File: src/rtl/cpu_scoreboard_if.sv
// Decode-to-scoreboard handshake: issue request, bypass select, writeback and flush.
interface cpu_scoreboard_if #(
  parameter int unsigned AW    = 5,
  parameter int unsigned NSRC  = 3,
  parameter int unsigned LAT_W = 3
);
  logic                 issue_valid;
  logic                 issue_ready;
  logic [NSRC-1:0]      issue_src_en;
  logic [NSRC*AW-1:0]   issue_src;
  logic                 issue_dst_en;
  logic [AW-1:0]        issue_dst;
  logic [LAT_W-1:0]     issue_lat;
  logic [NSRC-1:0]      src_fwd;
  logic                 wb_valid;
  logic [AW-1:0]        wb_dst;
  logic                 flush;

  modport master (
    output issue_valid, issue_src_en, issue_src, issue_dst_en, issue_dst, issue_lat,
    output wb_valid, wb_dst, flush,
    input  issue_ready, src_fwd
  );

  modport slave (
    input  issue_valid, issue_src_en, issue_src, issue_dst_en, issue_dst, issue_lat,
    input  wb_valid, wb_dst, flush,
    output issue_ready, src_fwd
  );
endinterface

File: src/rtl/cpu_scoreboard.sv
// Per-register scoreboard: busy/countdown/age tracking for issue stall,
// bypass selection and speculative-entry cleanup on flush.
module cpu_scoreboard #(
  parameter int unsigned NREG      = 32,
  parameter int unsigned AW        = 5,
  parameter int unsigned NSRC      = 3,
  parameter int unsigned LAT_W     = 3,
  parameter int unsigned FLUSH_AGE = 2,
  parameter bit          ZERO_REG  = 1'b1
) (
  input  logic           clk,
  input  logic           rst,
  cpu_scoreboard_if.slave bus,
  output logic [AW:0]    busy_cnt,
  output logic [31:0]    stall_cnt
);

  localparam int unsigned AGE_W = (FLUSH_AGE < 1) ? 1 : $clog2(FLUSH_AGE + 1);
  localparam logic [AGE_W-1:0] AGE_MAX = AGE_W'(FLUSH_AGE);

  logic [NREG-1:0]  busy_q, busy_d;
  logic [LAT_W-1:0] rem_q [NREG];
  logic [LAT_W-1:0] rem_d [NREG];
  logic [AGE_W-1:0] age_q [NREG];
  logic [AGE_W-1:0] age_d [NREG];
  logic [AW:0]      cnt_d;

  logic            raw_stall;
  logic            waw_stall;
  logic [NSRC-1:0] fwd;
  logic            ready;
  logic            fire;

  // Hazard lookup against current state; a same-cycle writeback frees the destination.
  always_comb begin
    raw_stall = 1'b0;
    waw_stall = 1'b0;
    fwd       = '0;
    for (int i = 0; i < NSRC; i++) begin
      for (int j = 0; j < NREG; j++) begin
        if (bus.issue_src_en[i] && bus.issue_src[i*AW +: AW] == AW'(j) &&
            !(ZERO_REG && j == 0) && busy_q[j]) begin
          if (rem_q[j] != '0) raw_stall = 1'b1;
          else                fwd[i]    = 1'b1;
        end
      end
    end
    for (int j = 0; j < NREG; j++) begin
      if (bus.issue_dst_en && bus.issue_dst == AW'(j) && busy_q[j] &&
          !(bus.wb_valid && bus.wb_dst == AW'(j)))
        waw_stall = 1'b1;
    end
  end

  assign ready           = !bus.flush && !raw_stall && !waw_stall;
  assign fire            = bus.issue_valid && ready;
  assign bus.issue_ready = ready;
  assign bus.src_fwd     = fwd & {NSRC{bus.issue_valid}};

  // Entry update priority: age/countdown < flush kill < writeback clear < new issue.
  always_comb begin
    cnt_d = '0;
    for (int j = 0; j < NREG; j++) begin
      busy_d[j] = busy_q[j];
      rem_d[j]  = rem_q[j];
      age_d[j]  = age_q[j];
      if (busy_q[j]) begin
        if (rem_q[j] != '0)    rem_d[j] = rem_q[j] - LAT_W'(1);
        if (age_q[j] < AGE_MAX) age_d[j] = age_q[j] + AGE_W'(1);
      end
      if (bus.flush && busy_q[j] && age_q[j] < AGE_MAX) begin
        busy_d[j] = 1'b0;
        rem_d[j]  = '0;
        age_d[j]  = AGE_MAX;
      end
      if (bus.wb_valid && bus.wb_dst == AW'(j)) begin
        busy_d[j] = 1'b0;
        rem_d[j]  = '0;
        age_d[j]  = AGE_MAX;
      end
      if (fire && bus.issue_dst_en && bus.issue_dst == AW'(j) && !(ZERO_REG && j == 0)) begin
        busy_d[j] = 1'b1;
        rem_d[j]  = (bus.issue_lat == '0) ? '0 : bus.issue_lat - LAT_W'(1);
        age_d[j]  = '0;
      end
      cnt_d = cnt_d + (AW+1)'(busy_d[j]);
    end
  end

  always_ff @(posedge clk or posedge rst) begin
    if (rst) begin
      busy_q    <= '0;
      busy_cnt  <= '0;
      stall_cnt <= '0;
      for (int j = 0; j < NREG; j++) begin
        rem_q[j] <= '0;
        age_q[j] <= AGE_MAX;
      end
    end else begin
      busy_q   <= busy_d;
      busy_cnt <= cnt_d;
      for (int j = 0; j < NREG; j++) begin
        rem_q[j] <= rem_d[j];
        age_q[j] <= age_d[j];
      end
      if (bus.issue_valid && !ready && !bus.flush)
        stall_cnt <= stall_cnt + 32'd1;
    end
  end

endmodule

File: src/flat_wrapper.sv
// flat-port wrapper written by rule: the top's interface ports become plain ports
module cpu_scoreboard_flat 
#(
  parameter int unsigned NREG      = 32,
  parameter int unsigned AW        = 5,
  parameter int unsigned NSRC      = 3,
  parameter int unsigned LAT_W     = 3,
  parameter int unsigned FLUSH_AGE = 2,
  parameter bit          ZERO_REG  = 1'b1
)
  (clk, rst, busy_cnt, stall_cnt, bus_issue_valid, bus_issue_src_en, bus_issue_src, bus_issue_dst_en, bus_issue_dst, bus_issue_lat, bus_wb_valid, bus_wb_dst, bus_flush, bus_issue_ready, bus_src_fwd);
  cpu_scoreboard_if #(.AW(AW), .NSRC(NSRC), .LAT_W(LAT_W)) bus_i ();
  input  logic clk;
  input  logic rst;
  output logic [AW:0] busy_cnt;
  output logic [31:0] stall_cnt;
  input wire logic [$bits(bus_i.issue_valid)-1:0] bus_issue_valid;
  input wire logic [$bits(bus_i.issue_src_en)-1:0] bus_issue_src_en;
  input wire logic [$bits(bus_i.issue_src)-1:0] bus_issue_src;
  input wire logic [$bits(bus_i.issue_dst_en)-1:0] bus_issue_dst_en;
  input wire logic [$bits(bus_i.issue_dst)-1:0] bus_issue_dst;
  input wire logic [$bits(bus_i.issue_lat)-1:0] bus_issue_lat;
  input wire logic [$bits(bus_i.wb_valid)-1:0] bus_wb_valid;
  input wire logic [$bits(bus_i.wb_dst)-1:0] bus_wb_dst;
  input wire logic [$bits(bus_i.flush)-1:0] bus_flush;
  output wire logic [$bits(bus_i.issue_ready)-1:0] bus_issue_ready;
  output wire logic [$bits(bus_i.src_fwd)-1:0] bus_src_fwd;
  assign bus_i.issue_valid = bus_issue_valid;
  assign bus_i.issue_src_en = bus_issue_src_en;
  assign bus_i.issue_src = bus_issue_src;
  assign bus_i.issue_dst_en = bus_issue_dst_en;
  assign bus_i.issue_dst = bus_issue_dst;
  assign bus_i.issue_lat = bus_issue_lat;
  assign bus_i.wb_valid = bus_wb_valid;
  assign bus_i.wb_dst = bus_wb_dst;
  assign bus_i.flush = bus_flush;
  assign bus_issue_ready = bus_i.issue_ready;
  assign bus_src_fwd = bus_i.src_fwd;
  cpu_scoreboard #(.NREG(NREG), .AW(AW), .NSRC(NSRC), .LAT_W(LAT_W), .FLUSH_AGE(FLUSH_AGE), .ZERO_REG(ZERO_REG)) u_core (.clk(clk), .rst(rst), .bus(bus_i), .busy_cnt(busy_cnt), .stall_cnt(stall_cnt));
endmodule
File: config.mk
export PLATFORM = sky130hd
export DESIGN_NAME = cpu_scoreboard_flat
export DESIGN_NICKNAME = d
export VERILOG_FILES = /design/src/rtl/cpu_scoreboard_if.sv /design/src/rtl/cpu_scoreboard.sv /design/src/flat_wrapper.sv
export SDC_FILE = /design/constraint.sdc
export NUM_CORES = 1
export LEC_CHECK = 0
export CORE_MARGIN = 10
export CORE_UTILIZATION = 40
export CTS_CLUSTER_DIAMETER = 80
export CTS_CLUSTER_SIZE = 20
export DETAILED_ROUTE_END_ITERATION = 10
export DONT_BUFFER_PORTS = 1
export PLACE_DENSITY = 0.54
export SLEW_MARGIN = 20
export SYNTH_ARGS = -nofsm -noshare
export SYNTH_HDL_FRONTEND = slang
export SYNTH_SLANG_ARGS = --single-unit
File: constraint.sdc
create_clock -name clk -period 16.7 [get_ports clk]
set_clock_uncertainty 0.2 [all_clocks]
set_input_delay 0.835 -clock clk [delete_from_list [all_inputs] [get_ports clk]]
set_output_delay 0.835 -clock clk [all_outputs]
set_load 0.005 [all_outputs]
==> summary.md, run 1 <==
| Metric | Value |
|---|---|
| Leading area contributor after synthesis | dfrtp_1 |
| Met2 Track Usage GR | 0.3689 |
| Skew-Pair Late Insertion Delay | 530 ps |
| Chip height | 221.8 um |
| Largest net degree at the start of global routing | 100 |
| # DRC | 0 |
| Max Slew Vio Count | 0 |
| GRT Util Overall | 0.2381 |
| CTS Hold Bufs | 0 |
| P_int | 0.001327 W |
| Hold WC Path Type | primary input to async pin |
| Clk pin slew, worst setup/hold paths | 90 ps |
| Reg area | 0.005720 sq mm |
| Routed vias/inst | 6.112 |
| GRT met3 Usage | 0.05088 |
| Reg power frac | 0.398 |
| Synth cell types | 86 |
| Type of origin of the critical path | register |
| Port Buffer Count | 0 |
| Post-synth top area share | 0.2997 |
| First-pass GRT wire length | 90330 um |
| Top_reg_cell synth | dfrtp_1 |
| Post-Syn Area per Cell | 8.966 sq um |
| Yosys warning count | 0 |
| Count of final hold-check violations | 0 |
| Mux cell area share after synthesis | 0.07569 |
| Worst Setup SP | u_core.rem_q[78] |
| Reg-to-reg endpoint | u_core.busy_cnt[4] |
| Min cycle time layout | 9514 ps |
| Comb power frac | 0.404 |
| Syn nets | 1950 |
| Crit Path Class | register to register |
| RSZ-0062 raised after global routing | false |
| Sequential share of the synthesized area | 0.3513 |
| Most frequent cells after synthesis | nand2_1 (203), dfrtp_1 (195), inv_1 (137), nor2_1 (118), mux2i_1 (113) |
| Die Wd | 221.8 um |
| # fillers | 3963 |
| Simple-gate share of the synthesized area | 0.2586 |
| Multi-input gate area | 0.009651 sq mm |
| Worst R2R Path Depth | 27 |
| Adder-Cell Fraction of Synth Area | 0.08560 |
| Post-synth ARST share | 1.000 |
| EDFF count, synth | 0 |
| WL/cell | 26.63 um |
| Post-Layout Cell Count | 2289 |
| Leakage | 7.684 nW |
| Relative slew slack | 0.2636 |
| Vias | 13990 |
| Worst setup EP type | register |
| Io pins | 79 |
| Initial Utilization | 0.4070 |
| Reg-to-reg slack, setup | 7190 ps |
| CORE AREA | 0.04001 sq mm |
| Final setup TNS | 0 ps |
| Drt pass-1 iters | 6 |
| CTS Sinks | 227 |
| Maxcap violations | 0 |
| Synth Area in XOR/XNOR | 0.04034 |
| Initial DRC Count | 1269 |
| Final ANT Viol Nets | 0 |
| Mapped cell area | 0.01628 sq mm |
| # placed instances | 2259 |
| PostCTS Resize Cnt | 0 |
| Hold_ws | 56.20 ps |
| Ant diodes | 0 |
| CTS tree | yes |
| Final wirelength | 60950 um |
| Max Clk Rate | 0.1051 GHz |
| CP endpoint | u_core.busy_cnt[4] |
| Finish-stage setup viols | 0 |
| Sw Share | 0.3886 |
| Net Sw Power | 0.0008436 W |
| Area Growth Syn to Fin | 5.886% |
| Grt total ovfl | 0 |
| Area contributors post-synth | dfrtp_1 (30%), mux2i_1 (6.9%), ha_1 (5.6%) |
| Peak supply drop | 0.0001503 V |
| WP data arrival | 9750 ps |
| CTS Root Cell | clkbuf_16 |
| Pwr Density | 125.9 mW/mm^2 |
| Yosys reg bits | 227 |
| Largest family of logic cells by synthesized area | simple AND/OR/NAND/NOR gates |
| Worst r2r src | u_core.rem_q[78] |
| Nets | 1887 |
| Met1 Use GR | 0.3200 |
| Num rows | 73 |
| CTS Buf Count | 17 |
| Compound-Gate Fraction of Synth Area | 0.1300 |
| Worst slew pin tran | 1102 ps |
| Number of global-route vias before repair | 13290 |
| Status | finished, final reports clean |
| Crit-path max FO | 37 |
| Synthesized instance count | 1816 |
| Post-layout total power | 0.002171 W |
| Die area | 0.04918 sq mm |
| Dpl hpwl | 45900 um |
| Clock Path Buffers | 3 |
| Gr busiest metal | met2 |
| Max H-tree Level | 1 |
| Setup Buffers After CTS | 0 |
| Most numerous cell in the Yosys netlist | nand2_1 |
| Final GP Congestion | 1.017 |
| Layout cell share with drive strength beyond 1 | 0.07540 |
| Initial antenna violation count | 2 |
| Clk pwr share | 0.198 |
| Final Cycle Share | 0.5697 |
| Worst Path Required | 16940 ps |
-- state kept, by name (all words and copies together), names as in the netlist --
register and count:
u_core.busy_cnt 6, u_core.age_q 64, u_core.busy_q 32, u_core.rem_q 93
u_core.stall_cnt 32
-- stage by stage --
step	area (sq um)	setup slack (ps)	utilization
6_report	17240	7186	0.4310
5_1_grt	17240	6938	0.4310
4_1_cts	17240	7274	0.4310
3_5_place_dp	16700	7120	0.4175
3_3_place_gp	16700	7261	0.4175
2_1_floorplan	16280	8022	-
-- worst min path at each step --
stage | end
finish | u_core.age_q[60]
global route | u_core.age_q[60]
CTS | u_core.rem_q[92]
detailed placement | u_core.stall_cnt[31]
global placement | u_core.stall_cnt[31]
floorplan | u_core.stall_cnt[31]
-- layout by cell type (no fill, tap or decap), types with 21 or more instances in the layout --
master / n
fa_1: 24
ha_1: 73
and3_1: 24
dfrtp_1: 195
nor2b_1: 93
nor3_1: 28
xnor2_1: 39
nand2b_1: 21
a21oi_1: 65
mux2i_1: 113
o211ai_1: 54
nor2_1: 117
o21ai_0: 53
dfstp_2: 32
nor4_1: 21
xor2_1: 36
nand2_1: 203
nand4_1: 32
nand3_1: 54
inv_1: 136
-- logic make-up (layout without fill, tap and decap cells) --
group	count (synthesis)	in the layout
flip-flops	227	227
XOR/XNOR	75	75
buffers and inverters	240	188
AO/OA/AOI/OAI	316	316
adder cells (fa/ha/maj)	97	97
AND/OR/NAND/NOR	741	741
multiplexers	120	120
-- critical path, cell delays in order, from the launching register on --
cell	delay, ps
dfrtp_1	370
inv_1	80
ha_1	170
ha_1	260
nor2b_1	240
a21oi_1	330
o21ai_1	110
or4_1	500
or4_4	520
or4_1	740
clkinv_4	480
nand3_1	390
nand2_1	250
fa_1	430
inv_1	80
fa_1	430
fa_1	640
inv_1	90
fa_1	490
inv_1	60
fa_1	540
fa_1	560
inv_1	50
fa_1	450
fa_1	410
a21o_1	190
a21oi_1	170
xnor2_1	140
-- per-layer routing --
metal  vias to the layer above  wire length [um]
met5                         -                 0
met4                         0              2435
met3                       125              4708
met2                       570             27400
met1                      6993             26410
li1                       6303                 -
-- power groups by stage --
stage / Sequential, W / Clock [W] / Combinational [W]
final: 0.000864 / 0.000430 / 0.000877
after global routing: 0.000884 / 0.000461 / 0.00101
after CTS: 0.000862 / 0.000442 / 0.000881
after detailed placement: 0.000871 / 0 / 0.000869
after global placement: 0.000868 / 0 / 0.000849
after floorplan: 0.000830 / 0 / 0.000677
-- area by class of cell --
class	count	share of cell area
Clock buffer	23	0.02714
Clock inverter	7	0.004209
Timing Repair Buffer	18	0.007837
Sequential cell	227	0.3318
Inverter	140	0.03120
Tap cell	525	0.03810
Multi-Input combinational cell	1349	0.5597
No activity file was read; power rests on OpenSTA's default activity.
==> inputs of run 2 (changes only) <==
--- a/config.mk
+++ b/config.mk
@@ -5,13 +5,14 @@
 export SDC_FILE = /design/constraint.sdc
 export NUM_CORES = 1
 export LEC_CHECK = 0
+export ABC_AREA = 1
 export CORE_MARGIN = 10
 export CORE_UTILIZATION = 40
 export CTS_CLUSTER_DIAMETER = 80
 export CTS_CLUSTER_SIZE = 20
 export DETAILED_ROUTE_END_ITERATION = 10
 export DONT_BUFFER_PORTS = 1
-export PLACE_DENSITY = 0.54
+export PLACE_DENSITY = 0.56
 export SLEW_MARGIN = 20
 export SYNTH_ARGS = -nofsm -noshare
 export SYNTH_HDL_FRONTEND = slang
==> constraint.sdc (replaced) <==
create_clock -name clk -period 7.7 [get_ports clk]
set_clock_uncertainty 0.2 [all_clocks]
set_input_delay 0.385 -clock clk [delete_from_list [all_inputs] [get_ports clk]]
set_output_delay 0.385 -clock clk [all_outputs]
set_load 0.005 [all_outputs]
==> run 2 against run 1 <==
Net effect: register-to-register slack got worse by 6900 ps; routed wire length rose by 27%; cell area rose by 23%; sequential share of layout area fell by 6.1 points; utilization rose by 4.7 points; clock power rose to 3.0 times the previous value; power rose to 3.3 times the previous value.
==> summary.md, run 2 <==
| Metric | Value |
|---|---|
| Compound-Gate Fraction of Synth Area | 0.07934 (was 0.1300) |
| Initial antenna violation count | 5 (was 2) |
| Chip height | 231.5 um (was 221.8 um) |
| Final setup TNS | 0 ps (unchanged) |
| Adder-Cell Fraction of Synth Area | 0.07787 (was 0.08560) |
| Commonest cells after routing, fill and taps aside | nand2_1 (728), inv_1 (395), nor2_1 (353) (was nand2_1 (203), dfrtp_1 (195), inv_1 (136)) |
| Most used cell, CP | fa_1 (unchanged) |
| Die area | 0.05361 sq mm (was 0.04918 sq mm) |
| CTS Root Cell | clkbuf_16 (unchanged) |
| WP data arrival | 7690 ps (was 9750 ps) |
| Post-Layout Cell Count | 3518 (was 2289) |
| Min cycle time layout | 7374 ps (was 9514 ps) |
| Count of final hold-check violations | 0 (unchanged) |
| Type of origin of the critical path | register (unchanged) |
| # fillers | 4513 (was 3963) |
| Initial Utilization | 0.4048 (was 0.4070) |
| Relative slew slack | 0.2063 (was 0.2636) |
| Leakage | 10.76 nW (was 7.684 nW) |
| Largest register by flop count | u_core.rem_q (unchanged) |
| Leading area contributor after synthesis | dfrtp_1 (unchanged) |
| EDFF count, synth | 0 (unchanged) |
| Worst slew pin tran | 1187 ps (was 1102 ps) |
| Simple-gate share of the synthesized area | 0.4037 (was 0.2586) |
| Post-Syn Area per Cell | 6.598 sq um (was 8.966 sq um) |
| Sequential share of the synthesized area | 0.3196 (was 0.3513) |
| RSZ-0062 raised after global routing | false (unchanged) |
| GRT Util Overall | 0.2826 (was 0.2381) |
| Port Buffer Count | 0 (unchanged) |
| Grt total ovfl | 0 (unchanged) |
| Fin util | 0.4781 (was 0.4310) |
| Initial DRC Count | 1724 (was 1269) |
| Num rows | 77 (was 73) |
| Final Cycle Share | 0.9576 (was 0.5697) |
| Layout cell share with drive strength beyond 1 | 0.1244 (was 0.07540) |
| CTS tree | yes (unchanged) |
| Post-layout total power | 0.007062 W (was 0.002171 W) |
| Vias | 19550 (was 13990) |
| Dpl hpwl | 61540 um (was 45900 um) |
| Die Wd | 231.5 um (was 221.8 um) |
| Final ANT Viol Nets | 0 (unchanged) |
| Post-synth top area share | 0.2726 (was 0.2997) |
| Mapped cell area | 0.01790 sq mm (was 0.01628 sq mm) |
| Final GP Congestion | 1.067 (was 1.017) |
| CORE AREA | 0.04422 sq mm (was 0.04001 sq mm) |
| Area Growth Syn to Fin | 18.10% (was 5.886%) |
| Syn nets | 2847 (was 1950) |
| # DRC | 0 (unchanged) |
| Max Slew Vio Count | 0 (unchanged) |
| Io pins | 79 (unchanged) |
| Nets | 3043 (was 1887) |
| Crit Path Class | register to register (unchanged) |
| CTS Buf Count | 22 (was 17) |
| Largest net degree at the start of global routing | 128 (was 100) |
| Worst Path Required | 8010 ps (was 16940 ps) |
| Worst setup EP type | register (unchanged) |
| Final wirelength | 77670 um (was 60950 um) |
| Top_reg_cell synth | dfrtp_1 (unchanged) |
| Finish-stage setup viols | 0 (unchanged) |
| Mux cell area share after synthesis | 0 (was 0.07569) |
| Synth Area in XOR/XNOR | 0.02153 (was 0.04034) |
| Max FFs per register | 93 (unchanged) |
| Area contributors post-synth | dfrtp_1 (27%), nand2_1 (15%), inv_1 (8.4%) (was dfrtp_1 (30%), mux2i_1 (6.9%), ha_1 (5.6%)) |
| Crit-path max FO | 6 (was 37) |
| Yosys reg bits | 227 (unchanged) |
| Skew-Pair Late Insertion Delay | 580 ps (was 530 ps) |
| Synthesized instance count | 2713 (was 1816) |
| # placed instances | 3466 (was 2259) |
| Largest family of logic cells by synthesized area | simple AND/OR/NAND/NOR gates (unchanged) |
| Most common cell after layout, fill and taps aside | nand2_1 (unchanged) |
| Peak supply drop | 0.0003758 V (was 0.0001503 V) |
| Slowest CP cell | fa_1 (was or4_1) |
| Crit-path max cell delay | 540 ps (was 740 ps) |
| Number of global-route vias before repair | 18410 (was 13290) |
| Most numerous cell in the Yosys netlist | nand2_1 (unchanged) |
| Most frequent cells after synthesis | nand2_1 (728), inv_1 (400), nor2_1 (357), nand3_1 (282), dfrtp_1 (195) (was nand2_1 (203), dfrtp_1 (195), inv_1 (137), nor2_1 (118), mux2i_1 (113)) |
| WL/cell | 22.08 um (was 26.63 um) |
| Maxcap violations | 0 (unchanged) |
| Clock Path Buffers | 3 (unchanged) |
| Synth cell types | 43 (was 86) |
| First-pass GRT wire length | 114800 um (was 90330 um) |
| Pwr Density | 334.1 mW/mm^2 (was 125.9 mW/mm^2) |
| Status | finished, final reports clean (unchanged) |
| Hold WC Path Type | primary input to register (was primary input to async pin) |
| Post-synth ARST share | 1.000 (unchanged) |
| Max Clk Rate | 0.1356 GHz (was 0.1051 GHz) |
| Drt pass-1 iters | 7 (was 6) |
| Yosys warning count | 0 (unchanged) |
| CTS Sinks | 227 (unchanged) |
| Top Registers | u_core.rem_q x93, u_core.age_q x64 (unchanged) |
| Clk pin slew, worst setup/hold paths | 90 ps (about the same) |
| Max H-tree Level | 1 (unchanged) |
| Routed vias/inst | 5.558 (was 6.112) |
## run 2: path summary, 6_finish.rpt
path / to / startpoint / slack [ps] / depth (start not counted)
min in group asynchronous: u_core.stall_cnt[3] / rst / 330 / 2
max in group asynchronous: u_core.busy_q[22] / rst / 5630 / 3
worst min-delay path: u_core.age_q[36] / bus_flush / 30 / 5
worst min register to register: u_core.age_q[39] / u_core.age_q[39] / 270 / 2
worst max-delay path: u_core.busy_cnt[4] / u_core.rem_q[0] / 330 / 30
worst max register to register: u_core.busy_cnt[4] / u_core.rem_q[0] / 330 / 30
## run 2: power breakdown
group	internal [W]	switching, W	total (W)	leakage (nW)
Combinational	0.00158	0.00222	0.00381	7.55
Sequential	0.00166	0.000319	0.00198	2.82
Clock	0.000672	0.000604	0.00128	0.401
Total	0.00392	0.00315	0.00706	10.8
## run 2: area by class of cell
type,instances,area (sq um),share of cell area
clock inverter,16,261.5,0.01237
inverter,407,1543,0.07298
sequential,227,5720,0.2706
clock buffer,24,568.0,0.02687
timing repair buffer,224,1805,0.08540
tap,592,740.7,0.03504
antenna,1,2.502,0.0001184
multi-input combinational,2027,10500,0.4966
## run 2: routing by layer
metal / up-vias / GRT usage / share of wire
met1: 9363 / 0.3714 / 0.43
met4: 6 / 0.1025 / 0.043
li1: 9244 / - / -
met3: 173 / 0.06804 / 0.085
met2: 766 / 0.4445 / 0.44
met5: - / 0 / 0.00053
## run 2: cells by family after synthesis
| family | after synthesis |
|---|---|
| AOI/OAI and AO/OA | 230 |
| xor gates and xnor gates | 44 |
| adders and majority gates | 97 |
| buffers and inverters | 459 |
| DFF | 227 |
| and+or+nand+nor | 1656 |
## run 2: metrics by stage
| step | hold WS [ps] | instance area (sq um) | setup slack [ps] |
|---|---|---|---|
| after floorplan | 241.5 | 17900 | 620.0 |
| after global placement | 247.6 | 20140 | -88.91 |
| after detailed placement | 256.0 | 20140 | -58.55 |
| after CTS | 3.673 | 21050 | 9.737 |
| after global routing | 48.13 | 21140 | 22.58 |
| final | 27.33 | 21140 | 326.1 |
## run 2: critical path, delay by kind of cell (launching register included)
| kind | cells | cell delay [ps] |
|---|---|---|
| fa+ha+maj | 11 | 4640 |
| simple gates | 10 | 1070 |
| buf+inv | 6 | 630 |
| flops | 1 | 400 |
| compound gates | 2 | 240 |
| xor+xnor | 1 | 120 |
## run 2: timing repair
action | CTS | global route
hold buffers | 5 | 0
gates cloned | 0 | 0
endpoints found under the setup margin | 1 | 4
endpoints found under the hold margin | 135 | 0
gates resized for setup | 3 | 22
setup buffers | 2 | 4
pin swaps | 1 | 12
